File: src/rtl/uart_rx_capture.sv
// uart_rx_capture: oversampling UART receiver (16 ticks per bit, centre sample
// at phase 7) with glitch rejection, parity/framing/overrun detection and a
// show-ahead receive FIFO.
module uart_rx_capture #(
  parameter int DATA_BITS  = 8,
  parameter int PARITY_EN  = 0,
  parameter int PARITY_ODD = 0,
  parameter int STOP_BITS  = 1,
  parameter int FIFO_DEPTH = 16,
  parameter int CNT_W      = 5
) (
  input  logic             clk,
  input  logic             rst,
  input  logic [15:0]      baud_div,
  input  logic             rx_in,
  input  logic             rd_en,
  output logic [7:0]       rd_data,
  output logic             rd_valid,
  output logic [CNT_W-1:0] fifo_count,
  output logic             frame_err,
  output logic             parity_err,
  output logic             overrun,
  input  logic             err_clr,
  output logic             busy
);

  localparam int PTR_W = $clog2(FIFO_DEPTH);

  typedef enum logic [2:0] {IDLE, START, DATA, PARITY, STOP} state_t;

  // Saturating occupancy update: never past FIFO_DEPTH, never below zero.
  function automatic logic [CNT_W-1:0] count_next(input logic [CNT_W-1:0] cnt,
                                                  input logic inc, input logic dec);
    if (inc && !dec && cnt != CNT_W'(FIFO_DEPTH)) return cnt + CNT_W'(1);
    if (dec && !inc && cnt != '0) return cnt - CNT_W'(1);
    return cnt;
  endfunction

  // Parity bit value the transmitter should have sent for this data word.
  function automatic logic expected_parity(input logic [DATA_BITS-1:0] d);
    return (^d) ^ (PARITY_ODD != 0);
  endfunction

  state_t                 state_q, state_d;
  logic                   sync1_q, sync1_d, sync2_q, sync2_d, prev_q, prev_d;
  logic [15:0]            cnt_q, cnt_d;
  logic [3:0]             phase_q, phase_d;
  logic [2:0]             bit_cnt_q, bit_cnt_d;
  logic [DATA_BITS-1:0]   shift_q, shift_d;
  logic                   stop_bad_q, stop_bad_d;
  logic [DATA_BITS-1:0]   mem_q [FIFO_DEPTH];
  logic [PTR_W-1:0]       wr_ptr_q, wr_ptr_d, rd_ptr_q, rd_ptr_d;
  logic [CNT_W-1:0]       count_q, count_d;
  logic                   frame_err_q, frame_err_d;
  logic                   parity_err_q, parity_err_d;
  logic                   overrun_q, overrun_d;
  logic                   tick, sample, push_req, frame_evt, parity_evt;
  logic                   pop, push, full, ovr_evt;

  // Two-flop synchroniser plus a delayed copy for start-edge detection.
  always_comb begin
    sync1_d = rx_in;
    sync2_d = sync1_q;
    prev_d  = sync2_q;
  end

  // Tick generator, bit phase and frame FSM next-state logic.
  always_comb begin
    state_d    = state_q;
    cnt_d      = cnt_q;
    phase_d    = phase_q;
    bit_cnt_d  = bit_cnt_q;
    shift_d    = shift_q;
    stop_bad_d = stop_bad_q;
    push_req   = 1'b0;
    frame_evt  = 1'b0;
    parity_evt = 1'b0;
    tick       = (state_q != IDLE) && (cnt_q == '0);
    sample     = tick && (phase_q == 4'd7);

    // Holding the divider in IDLE aligns tick phase to the start edge.
    if (state_q == IDLE) begin
      cnt_d   = baud_div;
      phase_d = '0;
    end else if (tick) begin
      cnt_d   = baud_div;
      phase_d = phase_q + 4'd1;
    end else begin
      cnt_d   = cnt_q - 16'd1;
    end

    case (state_q)
      IDLE: begin
        if (prev_q && !sync2_q) begin
          state_d    = START;
          bit_cnt_d  = '0;
          stop_bad_d = 1'b0;
        end
      end
      START: begin
        // A start bit that is high again at its centre was a glitch.
        if (sample) state_d = sync2_q ? IDLE : DATA;
      end
      DATA: begin
        if (sample) begin
          shift_d = {sync2_q, shift_q[DATA_BITS-1:1]};
          if (bit_cnt_q == 3'(DATA_BITS - 1)) begin
            bit_cnt_d = '0;
            state_d   = (PARITY_EN != 0) ? PARITY : STOP;
          end else begin
            bit_cnt_d = bit_cnt_q + 3'd1;
          end
        end
      end
      PARITY: begin
        if (sample) begin
          parity_evt = (sync2_q != expected_parity(shift_q));
          state_d    = STOP;
        end
      end
      STOP: begin
        if (sample) begin
          frame_evt = !sync2_q;
          // Leave at the last stop centre so a following start edge is seen.
          if (bit_cnt_q == 3'(STOP_BITS - 1)) begin
            state_d  = IDLE;
            push_req = !stop_bad_q && sync2_q;
          end else begin
            bit_cnt_d  = bit_cnt_q + 3'd1;
            stop_bad_d = stop_bad_q | !sync2_q;
          end
        end
      end
      default: state_d = IDLE;
    endcase
  end

  // FIFO pointer/occupancy and sticky error flag next-state logic.
  always_comb begin
    pop     = rd_en && (count_q != '0);
    full    = (count_q == CNT_W'(FIFO_DEPTH));
    push    = push_req && (!full || pop);
    ovr_evt = push_req && full && !pop;
    count_d = count_next(count_q, push, pop);
    wr_ptr_d = push ? wr_ptr_q + PTR_W'(1) : wr_ptr_q;
    rd_ptr_d = pop  ? rd_ptr_q + PTR_W'(1) : rd_ptr_q;
    // An error event in the same cycle as err_clr wins.
    frame_err_d  = (frame_err_q  & ~err_clr) | frame_evt;
    parity_err_d = (parity_err_q & ~err_clr) | parity_evt;
    overrun_d    = (overrun_q    & ~err_clr) | ovr_evt;
  end

  // Control state registers with synchronous reset.
  always_ff @(posedge clk) begin
    if (rst) begin
      state_q      <= IDLE;
      sync1_q      <= 1'b1;
      sync2_q      <= 1'b1;
      prev_q       <= 1'b1;
      cnt_q        <= '0;
      phase_q      <= '0;
      bit_cnt_q    <= '0;
      stop_bad_q   <= 1'b0;
      wr_ptr_q     <= '0;
      rd_ptr_q     <= '0;
      count_q      <= '0;
      frame_err_q  <= 1'b0;
      parity_err_q <= 1'b0;
      overrun_q    <= 1'b0;
    end else begin
      state_q      <= state_d;
      sync1_q      <= sync1_d;
      sync2_q      <= sync2_d;
      prev_q       <= prev_d;
      cnt_q        <= cnt_d;
      phase_q      <= phase_d;
      bit_cnt_q    <= bit_cnt_d;
      stop_bad_q   <= stop_bad_d;
      wr_ptr_q     <= wr_ptr_d;
      rd_ptr_q     <= rd_ptr_d;
      count_q      <= count_d;
      frame_err_q  <= frame_err_d;
      parity_err_q <= parity_err_d;
      overrun_q    <= overrun_d;
    end
  end

  // Data path: shift register and FIFO storage carry no reset.
  always_ff @(posedge clk) begin
    shift_q <= shift_d;
    if (push) mem_q[wr_ptr_q] <= shift_q;
  end

  // Show-ahead read port; reads zero while empty.
  always_comb begin
    rd_data = '0;
    if (count_q != '0) rd_data[DATA_BITS-1:0] = mem_q[rd_ptr_q];
  end

  assign rd_valid   = (count_q != '0);
  assign fifo_count = count_q;
  assign frame_err  = frame_err_q;
  assign parity_err = parity_err_q;
  assign overrun    = overrun_q;
  assign busy       = (state_q != IDLE);

endmodule

File: config.mk
export PLATFORM = sky130hd
export DESIGN_NAME = uart_rx_capture
export DESIGN_NICKNAME = d
export VERILOG_FILES = /design/src/rtl/uart_rx_capture.sv
export SDC_FILE = /design/constraint.sdc
export NUM_CORES = 1
export LEC_CHECK = 0
export CORE_MARGIN = 5
export CORE_UTILIZATION = 45
export DETAILED_ROUTE_END_ITERATION = 10
export DONT_BUFFER_PORTS = 1
export GPL_TIMING_DRIVEN = 0
export PLACE_DENSITY_LB_ADDON = 0.08
export SLEW_MARGIN = 20
export SYNTH_ARGS = -nofsm -noshare
export SYNTH_HDL_FRONTEND = slang
export SYNTH_SLANG_ARGS = --single-unit
File: constraint.sdc
create_clock -name clk -period 4.5 [get_ports clk]
set_input_delay 0.675 -clock clk [delete_from_list [all_inputs] [get_ports clk]]
set_output_delay 0.675 -clock clk [all_outputs]
set_load 0.02 [all_outputs]
# Word level (Yosys, flattened, before mapping)
# Memories as Yosys holds them, arrays and structs flattened. A register that Yosys moved wholly into a read port is not among the register bits.
# Cells that the tools add are included.
# op_classes
n_addsub	7
n_mul	0
div	0
magnitude_cmp	0
eq_ne	17
n_shift	0
n_mux	40
bitwise_logic	8
reduce_logical	32
# op_table
cell	n
$mux W3	12
$mux W16	2
$mux W5	4
$logic_not A16 Y1	1
$sub A16 B1 Y16 const B	1
$mux W1	15
$pmux W3 S5	1
$ne A2 B2 Y1 const B	7
$add A4 B1 Y4 const B	3
$logic_and A1 B1 Y1	12
$pmux W3 S3	1
$mux W4	2
$mux W8	1
$reduce_xor A8 Y1	1
$reduce_and A7 Y1	1
$eq A3 B2 Y1 const B	2
$eq A3 B3 Y1 const B	2
$logic_not A3 Y1	2
$reduce_bool A3 Y1	2
$add A5 B1 Y5 const B	1
$eq A5 B5 Y1 const B	1
$logic_not A1 Y1	5
$ne A5 B5 Y1 const B	1
$reduce_and A5 Y1	1
other kinds (17)	23
# totals
reg_bits	54
latchBits	0
ramBits	128
rom_bits	0
inputBits	21
out_inout_bits	18
wordCells	120
mem_count	1
# memory_table
memory	depth	width	rd	rd_ports_with_merged_regs	write_ports	line_no	source
mem_q	16	8	1	1	1	51	logic [DATA_BITS-1:0] mem_q [FIFO_DEPTH];

# Longest topological paths before layout
# Gate-level depths: netlist of the first run.
# logic_depth
ltp_word	13
mapped_depth	9
ltp_nobuf	7

# Worst setup path before layout of the first run
# Ideal clock, no wire load.
# synth_timing
path_type	flip-flop to flip-flop
startpoint	reg cnt_q[0]
endpoint	mem mem_q[0][0], enable pin
arrival_time_ns	2.358
t_required_ns	4.117
path_slack_ns	1.759
stages_incl_launch_ff	10
n_path_buf	2
synth_period_minus_slack_ns	2.741
cell_sequence	dfxtp_1 > inv_1 > ha_1 > nor3b_1 > and4_1 > clkbuf_1 > buf_4 > and3_1 > nand2_1 > nor3_1
# synth_via
elab_chain_cells	8
# synth_lines
item	line_no	source
start, declared	46	logic [15:0] cnt_q, cnt_d;
start signal, assigned	175	cnt_q <= cnt_d;
$logic_not A16 Y1	78	tick = (state_q != IDLE) && (cnt_q == '0);
$logic_and A1 B1 Y1	78	
$logic_and A1 B1 Y1	79	sample = tick && (phase_q == 4'd7);
$mux W1	122	if (sample) begin
$mux W1	92	case (state_q)
$logic_and A1 B1 Y1	142	push = push_req && (!full || pop);
$mux W1	191	if (push) mem_q[wr_ptr_q] <= shift_q;
$mux W1 (implied by the code)	191	
end, declared	51	
# Every way passes these cells.

==> results of run 1 <==
[flip-flops by register name, indices dropped and copies added, names as in the netlist, named ones only]
signal / flops
prev_q: 1
sync1_q: 1
state_q: 3
mem_q: 128
stop_bad_q: 1
rd_ptr_q: 4
frame_err: 1
wr_ptr_q: 4
fifo_count: 5
overrun: 1
phase_q: 4
shift_q: 8
prev_d: 1
parity_err: 1
bit_cnt_q: 3
cnt_q: 16
[worst reg2reg max path, stage by stage (launching register included)]
cell,delay [ns]
dfxtp_1,0.34
inv_1,0.08
ha_1,0.14
nor3b_1,0.42
and4_1,0.27
clkbuf_1,0.27
buf_4,0.26
and3_1,0.26
nand2_1,0.17
nor2_1,0.70
[layout by cell type, fill, tap and decap left out, types with 3 or more instances in the layout]
cell type,count
a211oi_1,14
a21oi_1,11
a311oi_1,3
and2_1,8
and3_1,3
and4_1,3
buf_1,7
buf_2,4
bufinv_16,3
clkbuf_1,14
clkbuf_16,17
clkinv_2,3
dfxtp_1,50
edfxtp_1,136
ha_1,14
inv_1,13
mux2_1,4
mux2i_1,7
mux4_2,40
nand2_1,26
nand2b_1,10
nand3_1,8
nand4_1,8
nor2_1,55
nor2b_1,5
nor3_1,11
nor3_2,6
nor3b_1,4
nor4_1,3
nor4_4,4
o21ai_0,7
or2_2,3
xnor2_1,18
xor2_1,10
[cell usage after synthesis, types with 5 or more instances]
cell      instances  area share (%)
mux2i_1           7            0.89
buf_1             7            0.33
clkbuf_1         12            0.57
nor3_1           15            0.95
a211oi_1         14             1.3
a21oi_1          11            0.70
nand2_1          26             1.2
mux4_2           40              11
xnor2_1          18             2.0
nand4_1           8            0.63
nand2b_1         10            0.79
nor2b_1           5            0.40
and2_1            8            0.63
o21ai_0           7            0.44
edfxtp_1        136              52
xor2_1           10             1.1
nand3_1           8            0.51
ha_1             14             2.2
inv_1            13            0.62
nor2_1           55             2.6
dfxtp_1          50              13
[layout make-up]
cell class,count,share of cell area [%]
multi-input cells,308,30.67
clock buffers,20,5.067
inverters,13,0.5536
plain buffers,24,1.121
well taps,225,3.194
clock inverters,12,1.703
flip-flops and latches,186,57.69
[metrics by stage]
| step | hold WS [ns] | setup WS (ns) |
|---|---|---|
| 6_report | 0.3563 | 0.9498 |
| 5_1_grt | 0.3395 | 0.7883 |
| 4_1_cts | 0.3365 | 0.8702 |
| 3_5_place_dp | 0.4054 | 1.216 |
| 3_3_place_gp | 0.3934 | 0.7793 |
| 2_1_floorplan | 0.3895 | 1.759 |
[routing by layer]
layer	vias to the layer above	global-route usage [%]	wire (um)
met2	95	28.56	8246
met1	2227	22.65	7320
met5	-	0	0
met4	0	3.852	128
met3	9	4.287	666
li1	2053	-	-
[kinds of logic (layout without fill, tap and decap cells)]
kind of cell	after synthesis	count (layout)	synth area share, %
xor gates and xnor gates	28	28	3.098
adders and majority gates	14	14	2.213
DFF	186	186	64.23
and+or+nand+nor	169	169	11.81
buffers and inverters	37	69	1.865
muxes	51	51	12.83
AOI/OAI and AO/OA	46	46	3.951
[report_power, final]
group          internal (uW)  switching (uW)
Sequential              1870             110
Combinational            399             541
Clock                    887             605
Total                   3160            1250
[worst paths after layout]
kind                            cells past startpoint  slack (ns)       from     endpoint
worst max register to register                      9        1.22   cnt_q[0]  mem_q[4][5]
worst max-delay path                                5        0.95  flip-flop   rd_data[6]
worst min-delay path                                1        0.36      rx_in      sync1_q
worst min register to register                      1        0.42    sync1_q       prev_d
==> metrics.md, run 1 <==
| Metric | Value |
|---|---|
| Status | `finished clean` |
| First-pass GRT wire length | `25.98 mm` |
| I/O Buffers | `0` |
| Worst slew margin | `42.36%` |
| Main synth FF type | `edfxtp_1` |
| Hold Vio Cnt, Final | `0` |
| Utilization after layout | `50.96%` |
| DP HPWL | `11.37 mm` |
| Fin. max-slew vios | `0` |
| Syn Std Cell Area | `0.007916 sq mm` |
| Clk root buf | `clkbuf_16` |
| Fill count | `1,481` |
| HP Class | `primary input to flip-flop` |
| Flops & latches, synth | `186` |
| Post-synthesis net count | `around 570` |
| P&R area growth vs syn | `11.35%` |
| Hold Buf Count CTS | `0` |
| Layout cells sized above 1 | `16.52%` |
| CP Max Fanout | `10` |
| Die Y | `about 140 um` |
| CP peak stage delay | `roughly 0.59 ns` |
| Via count | `4,384` |
| Worst Skew | `between 0.01 and 0.015 ns` |
| Worst slew pin tran | `approximately 0.86 ns` |
| GP Congestion | `0.8648` |
| Post-CTS Setup Inserts | `0` |
| Drt drc | `0` |
| Vias in the first global route | `between 4,000 and 5,000` |
| Fin Setup TNS | `0 ns` |
| Register area | `about 0.0051 sq mm` |
| Core ar. | `about 0.017 sq mm` |
| WL final | `16.36 mm` |
| Die W | `142.6 um` |
| Placed Area | `0.008218 sq mm` |
| Multi-input gate area | `0.002704 sq mm` |
| Critical Path AT | `2.88 ns` |
| Pin count of the biggest net entering global routing | `19` |
| Sequential element share of the synthesized area | `64.23%` |
| Final ANT Viol Nets | `0` |
| First-pass DRT Iterations | `4` |
| Kind of critical path | `flip-flop to output pin` |
| CTS tree | `done` |
| Htree depth | `4` |
| Crit path top cell by count | `mux4_2` |
| PostCTS Resize Cnt | `0` |
| Clock Sinks | `186` |
| Netlist cell types | `52` |
| Max-cap viol count | `0` |
| Iter 0 DRT Violations | `234` |
| Ant. Diodes | `0` |
| Row cnt | `48` |
| Gr usage total | `17.05%` |
| Maximum VDD drop | `about 0.26 mV` |
| Vias per cell | `approximately 5.6` |
| Endpoint class of the critical path | `output pin` |
| Clk Latency, worst-skew pair | `0.42 ns` |
| Final Net Count | `585` |
| CP max stage cell | `mux4_2` |
| Starting Density | `between 40 and 50%` |
| GRT overflow | `0` |
| EDFF count, synth | `136` |
| Clk slew on worst S/H paths | `0.06 ns` |
| Post-Layout Cell Count | `788` |
| Crit path max-delay family | `multiplexers` |
| WP data required | `3.83 ns` |
| Io pins | `39` |
| Pwr Density | `500.7 mW/mm^2` |
| Per-cell routed wire length | `20.76 um` |
| Total CTS buffers | `17` |
| Longest Clk Path Bufs | `2` |
| Total power | `4414 uW` |
| Ys Warns | `0` |
| Peak Freq | `0.2817 GHz` |
| Mapped Avg Cell Area | `14.91 sq um` |
| Cells along the critical path | `clkbuf_1 -> buf_2 -> mux4_2 -> mux4_2 -> and2_1` |
| Initial antenna violation count | `0` |
| Fraction of registers with async set/reset | `0%` |
| Final min period | `between 3 and 4 ns` |
| Placed cell count | `756` |
| Buffers & Inverters on Critical Path | `2` |
| Crit share post-route | `78.89%` |
| RSZ-0062 raised after global routing | `false` |
| Leak | `0.002833 uW` |
| Final Cell Area | `0.008815 sq mm` |
| Final setup violation count | `0` |
| Die ar. | `0.02034 sq mm` |
| Mapped Cells | `around 530` |
| Worst Setup Start Kind | `flip-flop` |
Note: power is estimated with default switching activity, not from simulation.
==> run 2, diff against run 1 <==
==> constraint.sdc (replaced) <==
create_clock -name clk -period 3.03 [get_ports clk]
set_input_delay 0.4545 -clock clk [delete_from_list [all_inputs] [get_ports clk]]
set_output_delay 0.4545 -clock clk [all_outputs]
set_load 0.02 [all_outputs]
==> run 2 against run 1 <==
Compared with the run above:
- flip-flop and latch count is the same
- critical path depth shrank 1
- register-to-register slack lost 1.1 ns
- first-iteration DRC count grew 0.43%
- global-route usage grew 0.090 points
==> metrics.md, run 2 (synthesis results as in run 1) <==
| Metric | Value |
|---|---|
| Die Y | `around 140 um` |
| Clock Sinks | `186` |
| Post-Layout Cell Count | `790` |
| Drt drc | `0` |
| Worst slew margin | `47.28%` |
| Largest register FFs | `128` |
| Peak Freq | `approximately 0.34 GHz` |
| I/O Buffers | `0` |
| P&R area growth vs syn | `14.13%` |
| Fin Setup TNS | `0 ns` |
| Row cnt | `48` |
| Met3 Use GR | `4.287%` |
| Die ar. | `~0.020 sq mm` |
| Leak | `approximately 0.0029 uW` |
| Initial antenna violation count | `0` |
| Most frequent cells in the layout | `edfxtp_1, dfxtp_1, nor2_1, mux4_2, nand2_1` |
| WL final | `16.37 mm` |
| Endpoint class of the critical path | `output pin` |
| Register area | `0.005086 sq mm` |
| Vias per cell | `5.551` |
| Most common cell after layout, fill and taps aside | `edfxtp_1` |
| Global routing's busiest layer | `met2` |
| Core ar. | `0.01730 sq mm` |
| Layout cells sized above 1 | `20.88%` |
| Status | `finished clean` |
| CP max stage cell | `mux4_2` |
| Final setup margin | `0.09586 ns` |
| Largest Register | `mem_q` |
| GRT overflow | `0` |
| Crit share post-route | `96.84%` |
| Total CTS buffers | `17` |
| Io pins | `39` |
| Final setup violation count | `0` |
| Ant. Diodes | `0` |
| DP HPWL | `between 10 and 15 mm` |
| Fill count | `1,468` |
| Clk Latency, worst-skew pair | `0.42 ns` |
| Met1 Track Usage GR | `~23%` |
| Clk root buf | `clkbuf_16` |
| Pin count of the biggest net entering global routing | `19` |
| Worst Skew | `0.01232 ns` |
| Maximum VDD drop | `0.3842 mV` |
| Htree depth | `4` |
| Pwr Density | `729.2 mW/mm^2` |
| Final ANT Viol Nets | `0` |
| CTS tree | `done` |
| First-pass DRT Iterations | `4` |
| Crit path top cell by count | `mux4_2` |
| Final min period | `2.934 ns` |
| Final Net Count | `roughly 590` |
| Vias in the first global route | `about 4,500` |
| First-pass GRT wire length | `26.13 mm` |
| HP Class | `primary input to flip-flop` |
| Hold Vio Cnt, Final | `0` |
| Top flop regs | `mem_q x128, cnt_q x16, shift_q x8` |
| Placed cell count | `between 700 and 800` |
| Worst Setup Start Kind | `flip-flop` |
| Met2 usage | `28.81%` |
| Clk slew on worst S/H paths | `about 0.060 ns` |
| WP data required | `2.58 ns` |
| RSZ-0062 raised after global routing | `false` |
| Longest Clk Path Bufs | `2` |
| Multi-input gate area | `around 0.0028 sq mm` |
| Via count | `4,385` |
| CP Max Fanout | `10` |
| Cells along the critical path | `buf_4 -> mux4_2 -> mux4_2 -> and2_1` |
| Utilization after layout | `between 50% and 60%` |
| CP peak stage delay | `0.55 ns` |
| DP Worst Slack | `-0.2545 ns` |
| Critical Path AT | `2.48 ns` |
| Kind of critical path | `flip-flop to output pin` |
| Die W | `142.6 um` |
| Fin. max-slew vios | `0` |
| Worst slew pin tran | `a little under 0.8 ns` |
| Iter 0 DRT Violations | `235` |
| Per-cell routed wire length | `20.73 um` |
| GP Congestion | `0.8648` |
| Starting Density | `45.77%` |
| Max-cap viol count | `0` |
| Gr usage total | `17.14%` |
-- run 2: report_power, final --
| part | total [uW] | leakage [uW] | switching, uW | internal, uW |
|---|---|---|---|---|
| logic | 1400 | 0.000945 | 786 | 616 |
| clock network | 2220 | 0.000288 | 903 | 1320 |
| registers | 2970 | 0.00163 | 183 | 2780 |
| total | 6590 | 0.00286 | 1870 | 4720 |
-- run 2: cell type report --
| cell class | instances | area share (%) |
|---|---|---|
| tap | 225 | 3.116 |
| buffer | 22 | 1.219 |
| sequential | 186 | 56.29 |
| clock inverter | 12 | 1.662 |
| timing repair buffer | 4 | 0.8863 |
| inverter | 13 | 0.5401 |
| clock buffer | 20 | 4.944 |
| multi-input combinational | 308 | 31.34 |
-- run 2: final timing paths --
check	startpoint	end	slack (ns)	depth (start not counted)
max	flip-flop	rd_data[6]	0.1	4
min	rx_in	sync1_q	0.13	1
max reg2reg	cnt_q[3]	mem_q[7][5]	0.16	5
min reg2reg	sync1_q	prev_d	0.42	1
-- run 2: layer usage --
| metal | share of wire [%] | vias to the layer above | wire (um) |
|---|---|---|---|
| li1 | - | 2067 | - |
| met1 | 45 | 2224 | 7303 |
| met2 | 51 | 83 | 8324 |
| met3 | 3.7 | 11 | 609 |
| met4 | 0.84 | 0 | 137 |
| met5 | 0 | - | 0 |
-- run 2: critical path, delay by kind of cell, from the launching register on --
kind	cells	cell delay (ns)
flops	1	0.46
mux	2	1.06
buf+inv	1	0.29
simple gates	1	0.25
-- run 2: per-stage QoR --
step                      total power (uW)  hold WS, ns  area [sq um]
after detailed placement              4419       0.4054          8218
after global routing                  6896       0.1190          9035
after global placement                4399       0.3934          8198
final                                 6589       0.1340          9035
after floorplan                       4068       0.3895          7916
after CTS                             6648       0.1160          8994
-- run 2: timing repair --
action | CTS | global route
hold buffers | 0 | 0
gates resized for setup | 30 | 10
pin swaps | 3 | 0
setup endpoints to repair | 136 | 129
setup buffers | 4 | 0
